File: src/rtl/vga_pkg.sv
// Shared types and constants for the MPU write path into the VRAM memory manager.
package vga_pkg;

    localparam int ADDR_W = 17;
    localparam int DATA_W = 8;

    typedef struct packed {
        logic [ADDR_W-1:0] addr;
        logic [DATA_W-1:0] data;
    } write_entry_t;

    localparam logic [2:0] REG_ADDR_L = 3'd0;
    localparam logic [2:0] REG_ADDR_M = 3'd1;
    localparam logic [2:0] REG_ADDR_H = 3'd2;
    localparam logic [2:0] REG_DATA   = 3'd3;
    localparam logic [2:0] REG_INCR   = 3'd4;
    localparam logic [2:0] REG_FILL   = 3'd5;

    typedef enum logic {
        IDLE,
        FILL
    } fill_state_t;

endpackage

File: src/rtl/sync_fifo.sv
// Show-ahead FIFO of write entries; the head is visible without a read strobe
// and the last popped entry stays on the bus while the queue is empty.
module sync_fifo
    import vga_pkg::*;
#(
    parameter int DEPTH = 16
) (
    input  logic                   clock,
    input  logic                   reset,
    input  logic                   push,
    input  write_entry_t           push_data,
    input  logic                   pop,
    output write_entry_t           head,
    output logic                   full,
    output logic                   empty,
    output logic [$clog2(DEPTH):0] count
);

    localparam int PTR_W = $clog2(DEPTH);

    write_entry_t     mem [DEPTH];
    logic [PTR_W-1:0] wr_ptr_q, wr_ptr_d;
    logic [PTR_W-1:0] rd_ptr_q, rd_ptr_d;
    logic [PTR_W:0]   count_q, count_d;
    write_entry_t     last_q, last_d;
    logic             push_ok, pop_ok;

    always_comb begin
        full     = (count_q == (PTR_W+1)'(DEPTH));
        empty    = (count_q == '0);
        push_ok  = push && !full;
        pop_ok   = pop && !empty;
        wr_ptr_d = push_ok ? wr_ptr_q + 1'b1 : wr_ptr_q;
        rd_ptr_d = pop_ok ? rd_ptr_q + 1'b1 : rd_ptr_q;
        count_d  = count_q + (PTR_W+1)'(push_ok) - (PTR_W+1)'(pop_ok);
        last_d   = pop_ok ? mem[rd_ptr_q] : last_q;
        head     = empty ? last_q : mem[rd_ptr_q];
        count    = count_q;
    end

    always_ff @(posedge clock) begin
        if (reset) begin
            wr_ptr_q <= '0;
            rd_ptr_q <= '0;
            count_q  <= '0;
            last_q   <= '0;
        end else begin
            wr_ptr_q <= wr_ptr_d;
            rd_ptr_q <= rd_ptr_d;
            count_q  <= count_d;
            last_q   <= last_d;
        end
    end

    // Storage needs no reset: pointers and count define which slots are valid.
    always_ff @(posedge clock) begin
        if (push_ok) begin
            mem[wr_ptr_q] <= push_data;
        end
    end

endmodule

File: src/rtl/mpu_write_queue.sv
// MPU register decode, auto-incrementing VRAM address and fill engine feeding
// a show-ahead queue of pending {addr, data} writes for the memory manager.
module mpu_write_queue
    import vga_pkg::*;
#(
    parameter int FIFO_DEPTH = 16,
    parameter int ADDR_WIDTH = 17,
    parameter int DATA_WIDTH = 8
) (
    input  logic                             clock,
    input  logic                             reset,
    input  logic                             chipSelect,
    input  logic                             writeEnable,
    input  logic [2:0]                       registerSelect,
    input  logic [DATA_WIDTH-1:0]            registerData,
    input  logic                             pendingWriteQueueReadRequest,
    output logic [ADDR_WIDTH+DATA_WIDTH-1:0] pendingWriteQueueReadBus,
    output logic                             pendingWriteQueueReadEmpty,
    output logic                             fillBusy,
    output logic                             overflow
);

    logic sync1_q, sync2_q, sync3_q, pulse_q, pulse_d;

    logic [ADDR_WIDTH-1:0] addr_q, addr_d, addr_next;
    logic [DATA_WIDTH-1:0] incr_q, incr_d;
    logic [DATA_WIDTH-1:0] data_q, data_d;
    logic [8:0]            count_q, count_d;
    fill_state_t           state_q, state_d;
    logic                  overflow_q, overflow_d;

    logic                       push;
    write_entry_t               push_entry;
    write_entry_t               fifo_head;
    logic                       fifo_full;
    logic                       fifo_empty;
    logic [$clog2(FIFO_DEPTH):0] fifo_count;

    always_comb begin
        pulse_d    = sync2_q & ~sync3_q;
        addr_next  = addr_q + ADDR_WIDTH'(incr_q);
        addr_d     = addr_q;
        incr_d     = incr_q;
        data_d     = data_q;
        count_d    = count_q;
        state_d    = state_q;
        overflow_d = overflow_q;
        push       = 1'b0;
        push_entry = '{addr: addr_q, data: data_q};

        unique case (state_q)
            IDLE: begin
                if (pulse_q) begin
                    case (registerSelect)
                        REG_ADDR_L: addr_d[7:0]  = registerData;
                        REG_ADDR_M: addr_d[15:8] = registerData;
                        REG_ADDR_H: addr_d[16]   = registerData[0];
                        REG_DATA: begin
                            data_d     = registerData;
                            push_entry = '{addr: addr_q, data: registerData};
                            if (!fifo_full) begin
                                push   = 1'b1;
                                addr_d = addr_next;
                            end else begin
                                overflow_d = 1'b1;
                            end
                        end
                        REG_INCR: incr_d = registerData;
                        REG_FILL: begin
                            count_d = (registerData == '0) ? 9'd256 : {1'b0, registerData};
                            state_d = FILL;
                        end
                        default: ;
                    endcase
                end
            end
            // MPU strobes are dropped here; the fill only waits on queue space.
            FILL: begin
                if (!fifo_full) begin
                    push    = 1'b1;
                    addr_d  = addr_next;
                    count_d = count_q - 9'd1;
                    if (count_q == 9'd1) begin
                        state_d = IDLE;
                    end
                end
            end
            default: state_d = IDLE;
        endcase
    end

    always_ff @(posedge clock) begin
        if (reset) begin
            sync1_q    <= 1'b0;
            sync2_q    <= 1'b0;
            sync3_q    <= 1'b0;
            pulse_q    <= 1'b0;
            addr_q     <= '0;
            incr_q     <= DATA_WIDTH'(1);
            data_q     <= '0;
            count_q    <= '0;
            state_q    <= IDLE;
            overflow_q <= 1'b0;
        end else begin
            sync1_q    <= chipSelect & writeEnable;
            sync2_q    <= sync1_q;
            sync3_q    <= sync2_q;
            pulse_q    <= pulse_d;
            addr_q     <= addr_d;
            incr_q     <= incr_d;
            data_q     <= data_d;
            count_q    <= count_d;
            state_q    <= state_d;
            overflow_q <= overflow_d;
        end
    end

    sync_fifo #(
        .DEPTH(FIFO_DEPTH)
    ) u_fifo (
        .clock    (clock),
        .reset    (reset),
        .push     (push),
        .push_data(push_entry),
        .pop      (pendingWriteQueueReadRequest),
        .head     (fifo_head),
        .full     (fifo_full),
        .empty    (fifo_empty),
        .count    (fifo_count)
    );

    assign pendingWriteQueueReadBus   = fifo_head;
    assign pendingWriteQueueReadEmpty = fifo_empty;
    assign fillBusy                   = (state_q == FILL);
    assign overflow                   = overflow_q;

endmodule

File: config.mk
export PLATFORM = sky130hd
export DESIGN_NAME = mpu_write_queue
export DESIGN_NICKNAME = d
export VERILOG_FILES = /design/src/rtl/vga_pkg.sv /design/src/rtl/sync_fifo.sv /design/src/rtl/mpu_write_queue.sv
export SDC_FILE = /design/constraint.sdc
export NUM_CORES = 1
export LEC_CHECK = 0
export ABC_AREA = 0
export ABC_CLOCK_PERIOD_IN_PS = 3900
export BUFFER_PORTS_ARGS = -buffer_cell sky130_fd_sc_hd__buf_2
export CELL_PAD_IN_SITES_DETAIL_PLACEMENT = 0
export CELL_PAD_IN_SITES_GLOBAL_PLACEMENT = 1
export CORE_UTILIZATION = 45
export DETAILED_ROUTE_END_ITERATION = 6
export PLACE_DENSITY = 0.76
export SETUP_SLACK_MARGIN = 0.15
export SLEW_MARGIN = 30
export SYNTH_ARGS = -nofsm -noshare
export SYNTH_HDL_FRONTEND = slang
export SYNTH_SLANG_ARGS = --single-unit
File: constraint.sdc
create_clock -name clock -period 3.9 [get_ports clock]
set_clock_uncertainty 0.05 [all_clocks]
set_input_delay 0.39 -clock clock [delete_from_list [all_inputs] [get_ports clock]]
set_output_delay 0.39 -clock clock [all_outputs]
set_load 0.01 [all_outputs]
==> flow_summary_export.csv, run 1 <==
group,metric,value,unit
worst_setup_path,critPathKind,"reg -> out",
floorplan,rows,75,
detailed_routing,drc,0,
placement,place_area,20400,um2
power_and_ir_drop,ir_worst_vdd,309,uV
logic_synthesis,netlist_area,19400,um2
timing,hold_violations,0,
timing,tightest_slew,0.826,ns
clocking,path_clk_slew,0.06,ns
timing,setup_tns,0,ns
logic_synthesis,synth_edf_count,400,
power_and_ir_drop,p_leak,7.23,nW
floorplan,core-area,42200,um2
logic_synthesis,syn_nets,1190,
clocking,htreeDepth,2,
clocking,cts-root-buf,"clkbuf_16",
logic_synthesis,async_reset_ff_share,0,%
logic_synthesis,synthCells,1151,
clocking,clock_path_buffers,3,
timing,fin_hold_ws,0.143,ns
hold_path,hp-start,"registerData[7]",
detailed_routing,drtIter0Drc,902,
power_and_ir_drop,finalPower,12.6,mW
cells_and_area,drive_gt1_share,23.6,%
timing,fmax,291,MHz
clocking,numCtsBuffers,50,
worst_setup_path,ff2ff_setup_slack,0.97,ns
floorplan,num_io_pins,44,
run_status,status,"complete, no violations",
clocking,cts_sinks,490,
placement,gp_congestion,0.771,
detailed_routing,vias,10640,
timing,rsz0062_at_grt,"false",
grt,grt-ovfl-total,0,
timing,finalCritPeriodShare,88.0,%
power_and_ir_drop,powerDensity,571,nW/um2
worst_setup_path,end_kind,"output port",
timing,slew_viol_final,0,
floorplan,start_util,46.0,%
placement,port_buffers,43,
grt,track_usage,20.1,%
run,drv_cap,0,
clocking,cts_tree,"built",
grt,antenna_found_initial,0,
detailed_routing,routed_wl,43700,um
floorplan,dieArea,44000,um2
worst_setup_path,arrival,2.99,ns
placement,hpwl,24800,um
grt,grt_max_degree,52,
cells_and_area,postLayoutCellArea,22100,um2
hold_path,hold_path_class,"in -> reg",
logic_synthesis,synth_cell_types,61,
detailed_routing,viasPerCell,5.89,
logic_synthesis,ys_seq_area_share,71.1,%
cells_and_area,fin_nets,1266,
logic_synthesis,syn_area_per_cell,16.9,um2
detailed_routing,final_antenna_net_count,0,
grt,grt_pass1_wl,65400,um
timing,finalSetupViolations,0,
detailed_routing,wl_per_cell,24.2,um
detailed_routing,drt-pass1-iter-count,5,
clocking,clock_latency,0.59,ns
worst_setup_path,crit_required,3.46,ns
timing,period_needed,3.43,ns
worst_setup_path,timing.rr.start,"addr_q[0]",
logic_synthesis,synthFlopType,"edfxtp_1",
floorplan,die_w,210,um
logic_synthesis,synth-seq-cells,490,
cells_and_area,syn_to_final_growth,13.8,%
floorplan,fp.dieH,210,um
worst_setup_path,cp-start-kind,"register",
logic_synthesis,yosysWarnings,0,
cells_and_area,antenna_cells,0,
worst_setup_path,worstPathMaxFanout,25,
grt,grt_pass1_vias,10687,
timing,slew_headroom,44.9,%
critical path, stage by stage, from the launching register on:
cell,delay (ns)
dfxtp_4,0.57
buf_12,0.29
mux4_2,0.54
a221oi_1,0.66
o21ai_0,0.18
buf_2,0.17
placed cells by master, fill, tap and decap left out, types with 21 or more instances in the layout:
master       n
edfxtp_1   400
mux4_2     100
dfxtp_1     88
nand2_1     82
o21ai_0     70
nor2_1      52
clkbuf_16   51
buf_2       43
buf_4       37
a22o_1      26
a221oi_1    25
a21oi_1     23
ha_1        21
through the flow:
step           instances  setup WS [ns]  util, %
3_3_place_gp        1711          0.875     48.3
6_report            1807          0.467     52.3
2_1_floorplan       1151          0.243        -
5_1_grt             1807          0.282     52.3
4_1_cts             1806          0.241     52.3
3_5_place_dp        1711          0.876     48.3
final timing paths:
check                                      end  cells past startpoint
setup / recovery  pendingWriteQueueReadBus[22]                      5
hold / removal                       incr_q[7]                      3
setup reg to reg                    addr_q[10]                      8
hold reg to reg                        pulse_q                      1
power by group:
part / switching, mW / internal (mW) / total, mW / leakage [nW]
combinational: 1.10 / 0.949 / 2.05 / 2.03
clock: 2.01 / 2.74 / 4.75 / 0.807
sequential: 0.141 / 5.69 / 5.83 / 4.39
cell families (layout without fill, tap and decap cells):
| logic type | count (synthesis) | after routing | synth area share [%] |
|---|---|---|---|
| DFF | 490 | 490 | 71.1 |
| and+or+nand+nor | 230 | 230 | 5.61 |
| AOI/OAI and AO/OA | 197 | 197 | 6.76 |
| muxes | 118 | 118 | 12.6 |
| buffers and inverters | 79 | 196 | 1.72 |
| adders and majority gates | 23 | 23 | 1.56 |
| xor gates and xnor gates | 14 | 14 | 0.632 |
final cells by class:
cell class,count,area [um2]
Clock buffer,58,1300
Clock inverter,35,332
Fill cell,3378,20100
Inverter,19,71.3
Multi-Input combinational cell,582,5340
Sequential cell,490,13800
Tap cell,539,674
Timing Repair Buffer,84,561
cell usage after synthesis, types with 2 or more instances:
| master | number | area (um2) |
|---|---|---|
| a211oi_1 | 5 | 37.5 |
| a21o_1 | 4 | 30.0 |
| a21oi_1 | 23 | 115 |
| a221oi_1 | 26 | 228 |
| a22o_1 | 26 | 228 |
| a22oi_1 | 8 | 60.1 |
| a31oi_1 | 3 | 18.8 |
| a32oi_1 | 2 | 17.5 |
| and3_1 | 2 | 12.5 |
| buf_1 | 6 | 22.5 |
| buf_2 | 13 | 65.1 |
| buf_4 | 5 | 37.5 |
| clkbuf_1 | 34 | 128 |
| clkbuf_2 | 2 | 10.0 |
| dfxtp_1 | 90 | 1800 |
| edfxtp_1 | 400 | 12000 |
| fa_1 | 2 | 40.0 |
| ha_1 | 21 | 263 |
| inv_1 | 19 | 71.3 |
| mux2_2 | 8 | 90.1 |
| mux2i_1 | 10 | 100 |
| mux4_2 | 100 | 2250 |
| nand2_1 | 82 | 308 |
| nand2b_1 | 4 | 25.0 |
| nand3_1 | 9 | 45.0 |
| nand3b_1 | 2 | 15.0 |
| nand4_1 | 6 | 37.5 |
| nor2_1 | 65 | 244 |
| nor2b_1 | 20 | 125 |
| nor3_1 | 16 | 80.1 |
| nor4_1 | 7 | 43.8 |
| nor4b_1 | 2 | 17.5 |
| o211ai_1 | 6 | 45.0 |
| o21a_1 | 2 | 15.0 |
| o21ai_0 | 70 | 350 |
| o21ai_1 | 3 | 15.0 |
| o22ai_1 | 6 | 37.5 |
| o2bb2ai_1 | 3 | 26.3 |
| or3_1 | 5 | 31.3 |
| xnor2_1 | 8 | 70.1 |
| xor2_1 | 6 | 52.6 |
timing repair:
| action | CTS | global route |
|---|---|---|
| setup endpoints to repair | 0 | 4 |
| hold buffers | 2 | 0 |
| resized for setup | 0 | 1 |
| endpoints found under the hold margin | 1 | 0 |
| buffers inserted | 0 | 1 |
state kept, by name, summed over array words and instances, names as in the netlist, 4 cells and up, named ones only:
name             count
u_fifo.mem         400
u_fifo.last_q       25
addr_q              17
count_q              9
data_q               8
incr_q               8
u_fifo.count         5
u_fifo.rd_ptr_q      4
u_fifo.wr_ptr_q      4
layer usage:
| layer | vias to the layer above | track usage, % | wire length [um] |
|---|---|---|---|
| met5 | - | 0 | 0 |
| met4 | 0 | 5.59 | 695 |
| met3 | 50 | 3.47 | 2870 |
| met2 | 357 | 33.3 | 21300 |
| met1 | 5483 | 27.5 | 18800 |
| li1 | 4750 | - | - |
No activity file was read; power rests on OpenSTA's default activity.
==> inputs of run 2 (changes only) <==
--- a/config.mk
+++ b/config.mk
@@ -7,7 +7,7 @@
 export LEC_CHECK = 0
 export ABC_AREA = 0
 export ABC_CLOCK_PERIOD_IN_PS = 3900
-export BUFFER_PORTS_ARGS = -buffer_cell sky130_fd_sc_hd__buf_2
+export BUFFER_PORTS_ARGS = -buffer_cell sky130_fd_sc_hd__buf_4
 export CELL_PAD_IN_SITES_DETAIL_PLACEMENT = 0
 export CELL_PAD_IN_SITES_GLOBAL_PLACEMENT = 1
 export CORE_UTILIZATION = 45
==> flow_summary_export.csv, run 2 (synthesized netlist as in run 1, its figures left out) <==
group,metric,value,unit
run_status,status,"complete, no violations",
cells_and_area,layout_common_cells,"400 x edfxtp_1, 100 x mux4_2, 88 x dfxtp_1, 82 x nand2_1, 77 x buf_4",
detailed_routing,drt-met1-wl,18600,um
power_and_ir_drop,powerDensity,572,nW/um2
worst_setup_path,ff2ff_setup_slack,0.93,ns
detailed_routing,wl_per_cell,24.0,um
cells_and_area,drive_gt1_share,23.1,%
worst_setup_path,worstPathMaxFanout,18,
floorplan,num_io_pins,44,
timing,rsz0062_at_grt,"false",
detailed_routing,routed_wl,43100,um
cells_and_area,top_regs,"u_fifo.mem (400), u_fifo.last_q (25), addr_q (17)",
timing,slew_viol_final,0,
timing,finalCritPeriodShare,91.6,%
hold_path,whs_path_depth,3,
clocking,cts-root-buf,"clkbuf_16",
detailed_routing,drt-pass1-iter-count,5,
worst_setup_path,arrival,3.13,ns
worst_setup_path,cp_top_family,"compound AO/OA/AOI/OAI gates",
grt,antenna_found_initial,0,
timing,setup_tns,0,ns
worst_setup_path,crit_chain,"buf_4 > mux4_2 > a221oi_1 > o21ai_0 > buf_4",
hold_path,whs_endpoint,"sync1_q",
detailed_routing,wl_met2,21000,um
floorplan,start_util,46.0,%
grt,grt_pass1_vias,10579,
worst_setup_path,cp-start-kind,"register",
timing,slew_headroom,37.8,%
detailed_routing,drtIter0Drc,901,
placement,gp_congestion,0.801,
detailed_routing,maxUsedRoutingLayer,"met4",
power_and_ir_drop,ir_worst_vdd,344,uV
clocking,path_clk_slew,0.06,ns
detailed_routing,met3WireLength,2500,um
power_and_ir_drop,p_leak,7.22,nW
worst_setup_path,crit_required,3.46,ns
worst_setup_path,critPathKind,"reg -> out",
clocking,numCtsBuffers,49,
worst_setup_path,end_kind,"output port",
placement,hpwl,24600,um
detailed_routing,vias,10497,
grt,track_usage,20.0,%
grt,grt-ovfl-total,0,
cells_and_area,layout_commonest_cell,"edfxtp_1",
timing,finalSetupViolations,0,
timing,period_needed,3.57,ns
detailed_routing,final_antenna_net_count,0,
worst_setup_path,timing.rr.start,"u_fifo.count[2]",
worst_setup_path,reg2regPathDepth,14,
cells_and_area,syn_to_final_growth,14.3,%
cells_and_area,nFillCells,3318,
worst_setup_path,cp.buffers_inverters,2,
clocking,clock_path_buffers,3,
cells_and_area,largest_reg_flops,400,
cells_and_area,fin_nets,1260,
detailed_routing,drc,0,
timing,fin_hold_ws,0.0148,ns
timing,fmax,280,MHz
detailed_routing,viasPerCell,5.83,
timing,tightest_slew,0.929,ns
worst_setup_path,r2r-end,"u_fifo.count[4]",
hold_path,hp-start,"writeEnable",
clocking,cts_sinks,490,
floorplan,fp.dieH,210,um
floorplan,core-area,42200,um2
grt,grt_pass1_wl,65100,um
grt,grt_max_degree,68,
worst_setup_path,cpMostUsedCell,"buf_4",
power_and_ir_drop,finalPower,12.7,mW
run,drv_cap,0,
floorplan,die_w,210,um
worst_setup_path,critPathMaxStageDelay,0.70,ns
floorplan,rows,75,
cells_and_area,antenna_cells,0,
placement,port_buffers,43,
worst_setup_path,cp_slowest_cell,"a221oi_1",
clocking,clock_latency,0.57,ns
hold_path,hold_path_class,"in -> reg",
cells_and_area,max_flop_register,"u_fifo.mem",
timing,hold_violations,0,
clocking,htreeDepth,2,
clocking,cts_tree,"built",
floorplan,dieArea,44000,um2
==> run 2: cell types whose count changed in the layout (fill, tap and decap cells not counted) <==
cell	previous run	this run
buf_2	43	0
buf_4	37	77
clkbuf_16	51	50
clkbuf_8	0	7
clkinv_1	8	11
clkinv_2	15	5
clkinv_8	2	1
clkinvlp_4	2	3
dlygate4sd3_1	2	0
inv_8	1	0
nor2_2	14	13
nor2_4	0	1
nor2b_2	2	1
nor2b_4	1	2
==> run 2: where the power goes <==
part,switching (mW),internal [mW]
Clock,1.95,2.81
Combinational,1.08,1.01
Sequential,0.157,5.69
==> run 2: repair_timing <==
action                     in CTS  in global routing
setup endpoints to repair       0                  1
setup buffers                   0                  0
gates resized for setup         0                  2
hold buffers                    0                  0
==> run 2: worst register-to-register path: cells and delay by family, from the launching register on <==
kind	cells	cell delay [ns]
compound gates	2	0.11
fa+ha+maj	4	1.16
buf+inv	4	0.24
flops	1	0.33
simple gates	4	0.92
==> run 2: worst max-delay path by stage <==
stage                     from                      endpoint  slack [ns]  depth (start not counted)
6_report              register  pendingWriteQueueReadBus[12]        0.33                          5
5_1_grt               register  pendingWriteQueueReadBus[12]        0.17                          5
4_1_cts               register  pendingWriteQueueReadBus[21]        0.25                          6
3_5_place_dp          register  pendingWriteQueueReadBus[21]        0.86                          6
3_3_place_gp          register  pendingWriteQueueReadBus[21]        0.90                          6
2_1_floorplan  u_fifo.count[2]              u_fifo.mem[0][0]        0.24                          7
==> run 2: metrics by stage <==
step	util, %	std cells	setup slack, ns	cell area, um2
after global placement	48.6	1709	0.897	20500
after floorplan	-	1151	0.243	19400
after global routing	52.5	1800	0.166	22200
after CTS	52.5	1800	0.248	22200
final	52.5	1800	0.327	22200
after detailed placement	48.6	1709	0.857	20500
==> run 2: per-layer routing <==
metal	global-route usage (%)	vias to the layer above
met5	0	-
met4	5.76	0
met3	2.93	60
met2	32.8	314
met1	28.0	5390
li1	-	4733
==> run 2: area by class of cell <==
cell class | instances | area (um2) | share of cell area, %
tap | 539 | 674 | 3.04
multi-input combinational | 582 | 5350 | 24.1
sequential | 490 | 13800 | 62.3
clock buffer | 64 | 1370 | 6.19
inverter | 19 | 71.3 | 0.321
clock inverter | 27 | 273 | 1.23
timing repair buffer | 79 | 626 | 2.82
